`src/rtl/if_stage.sv`:
```
// Instruction-fetch stage: program counter, imem read, branch/jump redirect,
// hazard stall, issued-instruction count and halt-word drain.
module if_stage #(
    parameter logic [31:0] RESET_PC     = 32'h0000_0000,
    parameter logic [31:0] HALT_WORD    = 32'hFFFF_FFFF,
    parameter int unsigned DRAIN_CYCLES = 4
) (
    input  logic        clk,
    input  logic        rst,
    input  logic        stall,
    input  logic        branch_taken,
    input  logic [31:0] branch_target,
    input  logic        jump,
    input  logic [31:0] jump_target,
    output logic [31:0] imem_addr,
    input  logic [31:0] imem_data,
    output logic [31:0] pc,
    output logic [31:0] instr,
    output logic [6:0]  total,
    output logic        halted
);

    typedef enum logic [1:0] {
        S_RUN    = 2'd0,
        S_DRAIN  = 2'd1,
        S_HALTED = 2'd2
    } state_t;

    state_t      r_state;
    state_t      w_state_nxt;
    logic [31:0] r_pc;
    logic [31:0] w_pc_nxt;
    logic [6:0]  r_total;
    logic [6:0]  w_total_nxt;
    logic [7:0]  r_drain;
    logic [7:0]  w_drain_nxt;
    logic        w_redirect;
    logic [31:0] w_target;
    logic        w_is_halt;
    logic        w_issue;

    // branch_taken belongs to the older instruction, so it wins over jump
    assign w_redirect = branch_taken | jump;
    assign w_target   = branch_taken ? branch_target : jump_target;
    assign w_is_halt  = (imem_data == HALT_WORD);

    always_comb begin
        w_state_nxt = r_state;
        w_pc_nxt    = r_pc;
        w_total_nxt = r_total;
        w_drain_nxt = r_drain;
        w_issue     = 1'b0;
        case (r_state)
            S_RUN: begin
                if (w_redirect) begin
                    w_pc_nxt = w_target;
                end else if (stall) begin
                    w_pc_nxt = r_pc;
                end else if (w_is_halt) begin
                    w_drain_nxt = 8'(DRAIN_CYCLES - 1);
                    w_state_nxt = (DRAIN_CYCLES <= 1) ? S_HALTED : S_DRAIN;
                end else begin
                    w_issue  = 1'b1;
                    w_pc_nxt = r_pc + 32'd4;
                    if (r_total != 7'd127)
                        w_total_nxt = r_total + 7'd1;
                end
            end
            S_DRAIN: begin
                // A redirect here comes from an older instruction: the halt was wrong-path
                if (w_redirect) begin
                    w_pc_nxt    = w_target;
                    w_drain_nxt = '0;
                    w_state_nxt = S_RUN;
                end else if (r_drain <= 8'd1) begin
                    w_drain_nxt = '0;
                    w_state_nxt = S_HALTED;
                end else begin
                    w_drain_nxt = r_drain - 8'd1;
                end
            end
            S_HALTED: begin
                w_state_nxt = S_HALTED;
            end
            default: begin
                w_state_nxt = S_RUN;
            end
        endcase
    end

    always_ff @(posedge clk) begin
        if (rst) begin
            r_state <= S_RUN;
            r_pc    <= RESET_PC;
            r_total <= '0;
            r_drain <= '0;
        end else begin
            r_state <= w_state_nxt;
            r_pc    <= w_pc_nxt;
            r_total <= w_total_nxt;
            r_drain <= w_drain_nxt;
        end
    end

    assign imem_addr = r_pc;
    assign pc        = r_pc + 32'd4;
    assign instr     = w_issue ? imem_data : '0;
    assign total     = r_total;
    assign halted    = (r_state == S_HALTED);

endmodule

```
`config.mk`:
```
export PLATFORM = sky130hd
export DESIGN_NAME = if_stage
export DESIGN_NICKNAME = d
export VERILOG_FILES = /design/src/rtl/if_stage.sv
export SDC_FILE = /design/constraint.sdc
export NUM_CORES = 1
export LEC_CHECK = 0
export CORE_ASPECT_RATIO = 2
export CORE_MARGIN = 8
export CORE_UTILIZATION = 25
export DETAILED_ROUTE_END_ITERATION = 8
export GPL_TIMING_DRIVEN = 0
export PLACE_DENSITY = 0.63
export SLEW_MARGIN = 20
export SYNTH_ARGS = -nofsm -noshare
export SYNTH_HDL_FRONTEND = slang
export SYNTH_SLANG_ARGS = --single-unit
```
`constraint.sdc`:
```
create_clock -name clk -period 3.04 [get_ports clk]
set_clock_uncertainty 0.05 [all_clocks]
set_input_delay 0.608 -clock clk [delete_from_list [all_inputs] [get_ports clk]]
set_output_delay 0.608 -clock clk [all_outputs]
set_load 0.01 [all_outputs]
```
==> impl_results.md, run 1 <==
* Outcome: finished, final reports clean
* Fillcell total at 1489
* Post-Place Setup Slack at -0.602 ns
* Commonest cells after routing, fill and taps aside: clkdlybuf4s50_1, nand2_1, a21oi_1
* Share of layout cells above drive strength 1 at 16.7%
* Hold-fix buffers, CTS at 0
* CTS max path bufs at 2
* Root buf cell: clkbuf_16
* Commonest non-fill, non-tap cell in the layout: clkdlybuf4s50_1
* Die Wd at 102 µm
* Synth Cell Area at 3680 µm²
* Fraction of registers with async set/reset at 0%
* Slack of the critical path at 0.0796 ns
* Final Hold Vio Count at 0
* Die span in y at 188 µm
* Pleak at 0.00275 µW
* # rows at 63
* Core area at 14600 µm²
* Slew HR at 32.7%
* Critical path required time at 2.38 ns
* Final Critical Period at 2.96 ns
* Post-synthesis sequential area ratio at 26.7%
* Finished Core Util at 42.9%
* Pre-Repair DR Iteration Count at 5
* Critical path class: input port to output port
* Total CTS buffers at 5
* Slew Viols, Final at 0
* Diodes inserted at 0
* Syn. warnings at 0
* DR WL/cell at 18.4 µm
* Initial DRC count at 236
* Clk sink count at 49
* Initial Util at 25.2%
* Arrival @ worst endpoint at 2.30 ns
* Tcrit/Tclk final at 97.4%
* Initial antenna violation count at 0
* Final Net Count at 811
* EDFF count, synth at 0
* Vias in the first global route at 4487
* CP Capture Type: output port
* Power Dens Cells at 321 nW/µm²
* Htree depth at 2
* P&R area growth vs syn at 70.0%
* Post-Syn Instances at 484
* Fin cells at 902
* Detailed-route wire length at 16600 µm
* IO Port Bufs at 203
* Peak VDD IR at 0.208 mV
* Clk_lat worst skew at 0.29 ns
* Area of the multi-input gates at 2610 µm²
* Tot GR Track Use at 16.6%
* Via count at 4514
* DR vias/cell at 5.00
* Worst slew pin tran at 1.01 ns
* Critical path peak fanout at 6
* Worst min-delay path class: flop to flop
* Total of max-cap violations at 0
* # setup viols final at 0
* Dpl cells at 882
* Avg Cell Area, Syn at 7.60 µm²
* Top achievable clock speed at 338 MHz
* Register bit total from synthesis at 49
* Distinct cells, synth at 60
* Fin Hold WS at 0.413 ns
* # DRC at 0
* Syn nets at 589
* CTS tree: done
* Clock transition at path regs at 0.07 ns
* Largest net degree at the start of global routing at 16
* Synth Flop Type: dfxtp_1
* RePlAce Congestion at 0.827
* Register Area at 996 µm²
* Global-route wire length before repair at 25100 µm
* DP HPWL at 12800 µm
* Startpoint type of the worst setup path: input port
* Die area at 19100 µm²
* IO Count at 205
* Antenna viol nets, final at 0
* GRT overflow at 0
-- flip-flops by register name, indices dropped and copies added (netlist names) --
name	flops
imem_addr	32
r_drain	8
total	7
r_state	2
-- worst paths after layout --
path	from	endpoint	slack (ns)	cells after the start
setup / recovery	jump	instr[19]	0.08	7
hold / removal	r_drain[7]	r_drain[7]	0.41	1
setup reg to reg	imem_addr[10]	imem_addr[28]	0.98	7
hold reg to reg	r_drain[7]	r_drain[7]	0.41	1
-- timing repair --
item | 4_1_cts | 5_1_grt
cloned | 3 | 1
hold endpoints to repair | 0 | 0
resized for setup | 199 | 28
buffers inserted | 5 | 4
pin swaps | 10 | 7
setup endpoints to repair | 51 | 25
-- stage by stage --
step / TNS [ns] / power [µW] / instance area, µm²
after floorplan: 0 / 977 / 3680
after global placement: -18.66 / 1350 / 5960
after detailed placement: -19.48 / 1360 / 5960
after CTS: -0.0163 / 2030 / 6150
after global routing: -0.00720 / 2090 / 6260
final: 0 / 2010 / 6260
-- cell usage after synthesis, drive strengths merged, types with 19 or more instances --
cell type  number  area (µm²)
mux2i          30         300
nand3          20         100
nor2           37         139
clkbuf         19        92.6
xnor2          22         193
a21oi          40         200
nand2          52         198
dfxtp          49         981
o21ai          32         160
and2           38         238
-- area by class of cell --
class,instances,share of cell area (%)
repair buffers,215,31.5
clock inverters,2,0.600
well taps,195,3.90
flip-flops and latches,49,15.9
multi-input cells,397,41.8
inverters,5,0.300
clock buffers,6,2.22
plain buffers,33,3.78
-- layer usage --
layer  part of all wire (%)  vias to the layer above  track usage, %
met5                      0                        -               0
met4                    2.3                        0            4.56
met3                    9.1                       29            4.61
met2                     48                      200            26.8
met1                     41                     2094            20.7
li1                       -                     2191               -
-- cell families after synthesis --
group                    synth area share [%]
AND/OR/NAND/NOR                          31.0
AO/OA/AOI/OAI                            18.9
flip-flops                               26.7
buffers and inverters                    5.98
XOR/XNOR                                 7.62
multiplexers                             8.47
adder cells (fa/ha/maj)                  1.36
-- power breakdown --
part	leakage [µW]	internal, µW	switching [µW]
clock	0.0000831	412	266
combinational	0.00226	333	258
sequential	0.000406	682	59.9
total	0.00275	1430	585
-- critical path, cell delays in order --
cell and delay (ns):
dlygate4sd2_1 0.29, or3_4 0.38, a2111oi_4 0.30, buf_4 0.21
clkbuf_8 0.14, and2_1 0.12, clkdlybuf4s15_1 0.25
No activity file was read; power rests on OpenSTA's default activity.
==> run 2: changes to the inputs <==
--- a/config.mk
+++ b/config.mk
@@ -5,12 +5,13 @@
 export SDC_FILE = /design/constraint.sdc
 export NUM_CORES = 1
 export LEC_CHECK = 0
+export ABC_AREA = 1
 export CORE_ASPECT_RATIO = 2
 export CORE_MARGIN = 8
 export CORE_UTILIZATION = 25
 export DETAILED_ROUTE_END_ITERATION = 8
 export GPL_TIMING_DRIVEN = 0
-export PLACE_DENSITY = 0.63
+export PLACE_DENSITY = 0.6
 export SLEW_MARGIN = 20
 export SYNTH_ARGS = -nofsm -noshare
 export SYNTH_HDL_FRONTEND = slang
==> run 2 against run 1 <==
Against the previous run:
- sequential power grew 2%
- register-to-register slack gained 0.04 ns
- global-route usage grew 2.0 points
- largest cell class unchanged
==> impl_results.md, run 2 <==
* Final Hold Vio Count at 0 (unchanged)
* Global-route wire length before repair at 31400 µm (was 25100 µm)
* # setup viols final at 0 (unchanged)
* Register Area at 992 µm² (was 996 µm²)
* Most frequent cell after synthesis: nand2_1 (unchanged)
* Initial antenna violation count at 0 (unchanged)
* Vias in the first global route at 5953 (was 4487)
* GRT overflow at 0 (unchanged)
* EDFF count, synth at 0 (unchanged)
* Post-synthesis sequential area ratio at 22.5% (was 26.7%)
* Final Critical Period at 2.97 ns (was 2.96 ns)
* Slowest stage cell on the critical path: clkdlybuf4s50_1 (was or3_4)
* DR WL/cell at 17.0 µm (was 18.4 µm)
* Distinct cells, synth at 33 (was 60)
* Slack of the critical path at 0.0659 ns (was 0.0796 ns)
* # DRC at 0 (unchanged)
* Root buf cell: clkbuf_16 (unchanged)
* Total CTS buffers at 5 (unchanged)
* Antenna viol nets, final at 0 (unchanged)
* P&R area growth vs syn at 57.5% (was 70.0%)
* Power Dens Cells at 298 nW/µm² (was 321 nW/µm²)
* CTS tree: done (unchanged)
* Slew Viols, Final at 0 (unchanged)
* Tot GR Track Use at 18.6% (was 16.6%)
* RePlAce Congestion at 0.930 (was 0.827)
* Unrepaired setup endpoints after global routing: false
* Pre-Repair DR Iteration Count at 5 (unchanged)
* CTS max path bufs at 2 (unchanged)
* IO Count at 205 (unchanged)
* Share of layout cells above drive strength 1 at 8.19% (was 16.7%)
* Final Net Count at 1117 (was 811)
* Critical path peak fanout at 5 (was 6)
* Fraction of registers with async set/reset at 0% (unchanged)
* DR vias/cell at 4.63 (was 5.00)
* Initial Util at 25.3% (was 25.2%)
* Max incr delay on CP at 0.59 ns (was 0.38 ns)
* Commonest non-fill, non-tap cell in the layout: nand2_1 (was clkdlybuf4s50_1)
* Detailed-route wire length at 20800 µm (was 16600 µm)
* Total of max-cap violations at 0 (unchanged)
* Peak VDD IR at 0.232 mV (was 0.208 mV)
* Avg Cell Area, Syn at 5.46 µm² (was 7.60 µm²)
* Synth Cell Area at 4350 µm² (was 3680 µm²)
* Via count at 5659 (was 4514)
* Delay-heaviest family, CP: buffers and inverters (unchanged)
* Clock transition at path regs at 0.07 ns (about the same)
* Largest cells by area after synthesis: dfxtp_1, nand2_1, nor2_1, inv_1, nand3_1 (was dfxtp_1, mux2i_1, and2_1, a21oi_1, xnor2_1)
* Worst path depth at 7 (unchanged)
* Critical path required time at 2.38 ns (about the same)
* Post-Syn Instances at 798 (was 484)
* Post-Place Setup Slack at -0.467 ns (was -0.602 ns)
* Fin cells at 1223 (was 902)
* # rows at 68 (was 63)
* Dpl cells at 1211 (was 882)
* Tcrit/Tclk final at 97.8% (was 97.4%)
* Outcome: finished, final reports clean (unchanged)
* Top cell type by total area after synthesis: dfxtp_1 (unchanged)
* Clk sink count at 49 (unchanged)
* Hold depth at 2 (was 1)
* R2r setup slk at 1.02 ns (was 0.98 ns)
* Area of the multi-input gates at 2840 µm² (was 2610 µm²)
* Diodes inserted at 0 (unchanged)
* Arrival @ worst endpoint at 2.32 ns (was 2.30 ns)
* Finished Core Util at 39.9% (was 42.9%)
* Number of flip-flops in the largest register at 32 (unchanged)
* Commonest cells after routing, fill and taps aside: nand2_1, clkdlybuf4s50_1, nor2_1 (was clkdlybuf4s50_1, nand2_1, a21oi_1)
* Yosys top cell area share at 22.5% (was 26.7%)
* Syn. warnings at 0 (unchanged)
* Worst min-delay path class: flop to flop (unchanged)
* Htree depth at 2 (unchanged)
* Die Wd at 109 µm (was 102 µm)
* FF-to-FF End: imem_addr[9] (was imem_addr[28])
* Fillcell total at 1923 (was 1489)
* Syn nets at 903 (was 589)
* Core area at 17200 µm² (was 14600 µm²)
* Clk_lat worst skew at 0.30 ns (was 0.29 ns)
* Pleak at 0.00331 µW (was 0.00275 µW)
* Critical path class: flop to output port (was input port to output port)
* Die area at 22200 µm² (was 19100 µm²)
* Largest net degree at the start of global routing at 15 (was 16)
* Reg-to-Reg Start: r_state[1] (was imem_addr[10])
* Register bit total from synthesis at 49 (unchanged)
* Reg2reg path depth at 7 (unchanged)
* IO Port Bufs at 203 (unchanged)
* Synth Flop Type: dfxtp_1 (unchanged)
* Buffers and inverters on the worst path at 1 (was 4)
* Crit path to: pc[18] (was instr[19])
* Crit path cell chain: ha_2, nand2_2, nor2_4, nand2_2, nor2_4, xor2_2, clkdlybuf4s50_1 (was dlygate4sd2_1, or3_4, a2111oi_4, buf_4, clkbuf_8, and2_1, clkdlybuf4s15_1)
* Initial DRC count at 236 (unchanged)
* DP HPWL at 17900 µm (was 12800 µm)
* Die span in y at 203 µm (was 188 µm)
* CP Capture Type: output port (unchanged)
* Top achievable clock speed at 336 MHz (was 338 MHz)
* Slew HR at 50.9% (was 32.7%)
* CP Launch Point: imem_addr[2] (was jump)
* Startpoint type of the worst setup path: flop (was input port)
* Most instantiated cells after synthesis: nand2_1, nor2_1, inv_1, nand3_1, dfxtp_1 (was nand2_1, dfxtp_1, a21oi_1, and2_1, nor2_1)
* Worst slew pin tran at 0.736 ns (was 1.01 ns)
-- run 2: changes by cell type in the layout (fill, tap and decap cells not counted), sizes merged, moves of 10 or more --
cell | before | now
a21oi | 40 | 25
nand2 | 52 | 255
o211ai | 16 | 4
mux2i | 30 | 0
dlymetal6s2s | 13 | 3
clkdlybuf4s50 | 125 | 171
and2 | 38 | 1
xnor2 | 22 | 2
nand3 | 20 | 58
clkbuf | 27 | 15
buf | 55 | 25
nor3 | 16 | 1
inv | 5 | 107
nor2 | 37 | 186
-- run 2: area by class of cell --
class,instances,area share [%]
Clock inverter,2,0.146
Multi-Input combinational cell,608,41.4
Tap cell,210,3.83
Buffer,30,2.54
Clock buffer,6,1.88
Timing Repair Buffer,207,29.6
Inverter,111,6.08
Sequential cell,49,14.5
-- run 2: worst min path at each step --
stage	startpoint	to	slack, ns
floorplan	r_drain[6]	r_drain[6]	0.42
global route	total[5]	total[5]	0.46
finish	total[6]	total[6]	0.43
global placement	total[6]	total[6]	0.41
detailed placement	total[6]	total[6]	0.41
CTS	total[6]	total[6]	0.43
-- run 2: stage by stage --
stage | setup TNS [ns] | power, µW | hold slack (ns) | area, µm²
2_1_floorplan | 0 | 1050 | 0.416 | 4350
3_3_place_gp | -12.40 | 1490 | 0.405 | 6650
3_5_place_dp | -12.73 | 1490 | 0.413 | 6650
4_1_cts | -0.114 | 2060 | 0.431 | 6820
5_1_grt | 0 | 2150 | 0.459 | 6860
6_report | 0 | 2050 | 0.430 | 6860
-- run 2: worst register-to-register path, delay by kind of cell, from the launching register on --
family                 cells  cell delay [ns]
and+or+nand+nor            3             0.44
AOI/OAI and AO/OA          2             0.53
buffers and inverters      2             0.51
DFF                        1             0.39
-- run 2: timing repair --
action,4_1_cts,5_1_grt
hold endpoints to repair,0,0
endpoints found under the setup margin,35,28
gates cloned,0,0
setup buffers,2,2
resized for setup,45,10
pin swaps,3,2
hold buffers,0,0
-- run 2: logic make-up (layout without fill, tap and decap cells) --
| kind of cell | count (synthesis) | count (layout) | share of synthesized area, % |
|---|---|---|---|
| and+or+nand+nor | 520 | 520 | 51.4 |
| buffers and inverters | 141 | 356 | 13.0 |
| AOI/OAI and AO/OA | 67 | 67 | 8.07 |
| DFF | 49 | 49 | 22.5 |
| xor gates and xnor gates | 17 | 17 | 3.76 |
| adders and majority gates | 4 | 4 | 1.15 |
-- run 2: routing by layer --
metal,vias up,part of all wire (%),global-route usage [%]
li1,2880,-,-
met1,2502,32,16.2
met5,-,0,0
met3,47,7.4,4.67
met4,0,4.4,9.18
met2,230,56,36.6
-- run 2: power by group --
group          total, µW  leakage [µW]  switching (µW)  internal (µW)
combinational        717       0.00283             351            366
sequential           753      0.000406            69.1            684
clock                575     0.0000706             271            304
total               2050       0.00331             692           1350
==> run 3: changes to the inputs <==
--- a/config.mk
+++ b/config.mk
@@ -5,13 +5,12 @@
 export SDC_FILE = /design/constraint.sdc
 export NUM_CORES = 1
 export LEC_CHECK = 0
-export ABC_AREA = 1
+export ABC_AREA = 0
 export CORE_ASPECT_RATIO = 2
 export CORE_MARGIN = 8
 export CORE_UTILIZATION = 25
 export DETAILED_ROUTE_END_ITERATION = 8
-export GPL_TIMING_DRIVEN = 0
-export PLACE_DENSITY = 0.6
+export PLACE_DENSITY = 0.63
 export SLEW_MARGIN = 20
 export SYNTH_ARGS = -nofsm -noshare
 export SYNTH_HDL_FRONTEND = slang
==> run 3 against run 2 <==
Against the previous run:
- sequential power shrank 4.9%
- wire length shrank 27%
- setup slack lost 0.0080 ns
- critical path depth grew 2
- maximum frequency shrank 0.27%
- power shrank 6.3%
- utilization grew 3.3 points
- combinational power shrank 12%
- clock-buffer cell count shrank 1
- via count shrank 22%
- worst hold slack lost 0.015 ns
- critical path type is now input port to output port
- critical endpoint is now instr[26]
- highest routed layer unchanged
==> impl_results.md, run 3 (synthesized netlist as in run 1, its figures left out) <==
* Final Hold Vio Count at 0 (unchanged)
* Reg2reg path depth at 9 (was 7)
* Finished Core Util at 43.2% (was 39.9%)
* Int Pwr at 1340 µW (was 1350 µW)
* Dpl cells at 888 (was 1211)
* Critical path class: input port to output port (was flop to output port)
* CP Capture Type: output port (unchanged)
* Share of layout cells above drive strength 1 at 16.4% (was 8.19%)
* R2r setup slk at 0.99 ns (was 1.02 ns)
* Initial DRC count at 177 (was 236)
* # DRC at 0 (unchanged)
* Slew Viols, Final at 0 (unchanged)
* Fin cells at 904 (was 1223)
* Power Dens Cells at 304 nW/µm² (was 298 nW/µm²)
* Number of flip-flops in the largest register at 32 (unchanged)
* CTS max path bufs at 2 (unchanged)
* P_sw at 572 µW (was 692 µW)
* Clk_lat worst skew at 0.30 ns (about the same)
* Vias in the first global route at 4452 (was 5953)
* Pleak at 0.00262 µW (was 0.00331 µW)
* Unrepaired setup endpoints after global routing: false (unchanged)
* Arrival @ worst endpoint at 2.32 ns (about the same)
* Pre-Repair DR Iteration Count at 4 (was 5)
* Final Net Count at 812 (was 1117)
* Reg power frac at 37.4% (was 36.8%)
* Power, Total at 1920 µW (was 2050 µW)
* Die area at 19100 µm² (was 22200 µm²)
* Commonest cells after routing, fill and taps aside: clkdlybuf4s50_1, nand2_1, dfxtp_1 (was nand2_1, clkdlybuf4s50_1, nor2_1)
* Commonest non-fill, non-tap cell in the layout: clkdlybuf4s50_1 (was nand2_1)
* Slew HR at 50.3% (was 50.9%)
* Global-route wire length before repair at 23900 µm (was 31400 µm)
* CP Launch Point: imem_data[20] (was imem_addr[2])
* Crit path to: instr[26] (was pc[18])
* Total of max-cap violations at 0 (unchanged)
* # setup viols final at 0 (unchanged)
* Via count at 4396 (was 5659)
* RePlAce Congestion at 0.828 (was 0.930)
* IO Port Bufs at 204 (was 203)
* Critical path peak fanout at 5 (unchanged)
* Initial antenna violation count at 1 (was 0)
* Fin Hold WS at 0.416 ns (was 0.430 ns)
* Clk pwr share at 29.9% (was 28.1%)
* P&R area growth vs syn at 71.2% (was 57.5%)
* DR vias/cell at 4.86 (was 4.63)
* Total CTS buffers at 5 (unchanged)
* Clk sink count at 49 (unchanged)
* Antenna viol nets, final at 0 (unchanged)
* Die Wd at 102 µm (was 109 µm)
* Tot GR Track Use at 15.5% (was 18.6%)
* Tcrit/Tclk final at 98.1% (was 97.8%)
* Root buf cell: clkbuf_16 (unchanged)
* Reg-to-Reg Start: r_state[1] (unchanged)
* Final Critical Period at 2.98 ns (was 2.97 ns)
* Htree depth at 2 (unchanged)
* Initial Util at 25.2% (was 25.3%)
* DP HPWL at 11700 µm (was 17900 µm)
* # rows at 63 (was 68)
* Post-Place Setup Slack at -0.270 ns (was -0.467 ns)
* Slack of the critical path at 0.0580 ns (was 0.0659 ns)
* Critical path required time at 2.38 ns (about the same)
* Startpoint type of the worst setup path: input port (was flop)
* GRT overflow at 0 (unchanged)
* Clock transition at path regs at 0.07 ns (about the same)
* Die span in y at 188 µm (was 203 µm)
* Switching share of power at 29.9% (was 33.8%)
* Detailed-route wire length at 15200 µm (was 20800 µm)
* Core area at 14600 µm² (was 17200 µm²)
* CTS tree: done (unchanged)
* FF-to-FF End: total[3] (was imem_addr[9])
* Largest net degree at the start of global routing at 39 (was 15)
* Top achievable clock speed at 335 MHz (was 336 MHz)
* Worst min-delay path class: flop to flop (unchanged)
* Comb pwr share at 32.7% (was 35.1%)
* Worst slew pin tran at 0.746 ns (was 0.736 ns)
* Outcome: finished, final reports clean (unchanged)
* Peak VDD IR at 0.240 mV (was 0.232 mV)
* IO Count at 205 (unchanged)
* DR WL/cell at 16.8 µm (was 17.0 µm)
[run 3: cell types whose count changed in the layout (fill, tap and decap cells not counted), sizes merged, moves of 10 or more]
cell           previous run  this run
nand2                   255        52
nor2                    186        37
inv                     107         6
buf                      25        67
clkdlybuf4s50           171       130
nand3                    58        20
and2                      1        38
mux2i                     0        30
xnor2                     2        22
clkdlybuf4s15             0        19
a21oi                    25        40
nor3                      1        16
o211ai                    4        16
clkbuf                   15         5
[run 3: final cells by class]
type	count	area [µm²]
sequential	49	986
fill	1492	8280
clock inverter	3	21.3
antenna	1	2.50
inverter	5	18.8
timing repair buffer	250	2340
tap	195	244
clock buffer	5	125
multi-input combinational	396	2560
[run 3: what timing repair did]
item,4_1_cts,5_1_grt
gates cloned,3,0
gates resized for setup,155,22
setup endpoints to repair,44,28
setup buffers,5,0
pin swaps,10,4
hold buffers,0,0
[run 3: stage by stage]
step / setup TNS (ns) / area (µm²)
6_report: 0 / 6300
5_1_grt: 0 / 6300
4_1_cts: 0 / 6240
3_5_place_dp: -7.84 / 6100
3_3_place_gp: -8.12 / 6100
2_1_floorplan: 0 / 3680
[run 3: worst min-delay path by stage]
stage	from	endpoint	slack [ns]	cells past startpoint
floorplan	r_drain[7]	r_drain[7]	0.38	1
global placement	r_drain[7]	r_drain[7]	0.41	1
detailed placement	r_drain[6]	r_drain[6]	0.40	1
CTS	r_drain[6]	r_drain[6]	0.42	1
global route	r_drain[7]	r_drain[7]	0.44	1
finish	r_drain[6]	r_drain[6]	0.42	1
[run 3: power by group through the flow]
| stage | logic, µW | clock network [µW] | registers, µW |
|---|---|---|---|
| finish | 628 | 573 | 716 |
| global route | 679 | 617 | 722 |
| CTS | 633 | 591 | 715 |
| detailed placement | 641 | 0 | 729 |
| global placement | 637 | 0 | 728 |
| floorplan | 223 | 0 | 753 |
[run 3: metal layers]
metal	GRT usage (%)	wire [µm]
met5	0	0
met4	4.27	213
met3	5.57	1470
met2	24.9	7110
met1	18.8	6390
[run 3: critical path, cell delays in order]
cell and delay [ns]:
clkdlybuf4s15_1 0.22, nand4_1 0.15, nor4_4 0.40, a2111oi_4 0.13, bufbuf_16 0.27, buf_4 0.14, buf_4 0.13, and2_1 0.14
buf_2 0.13
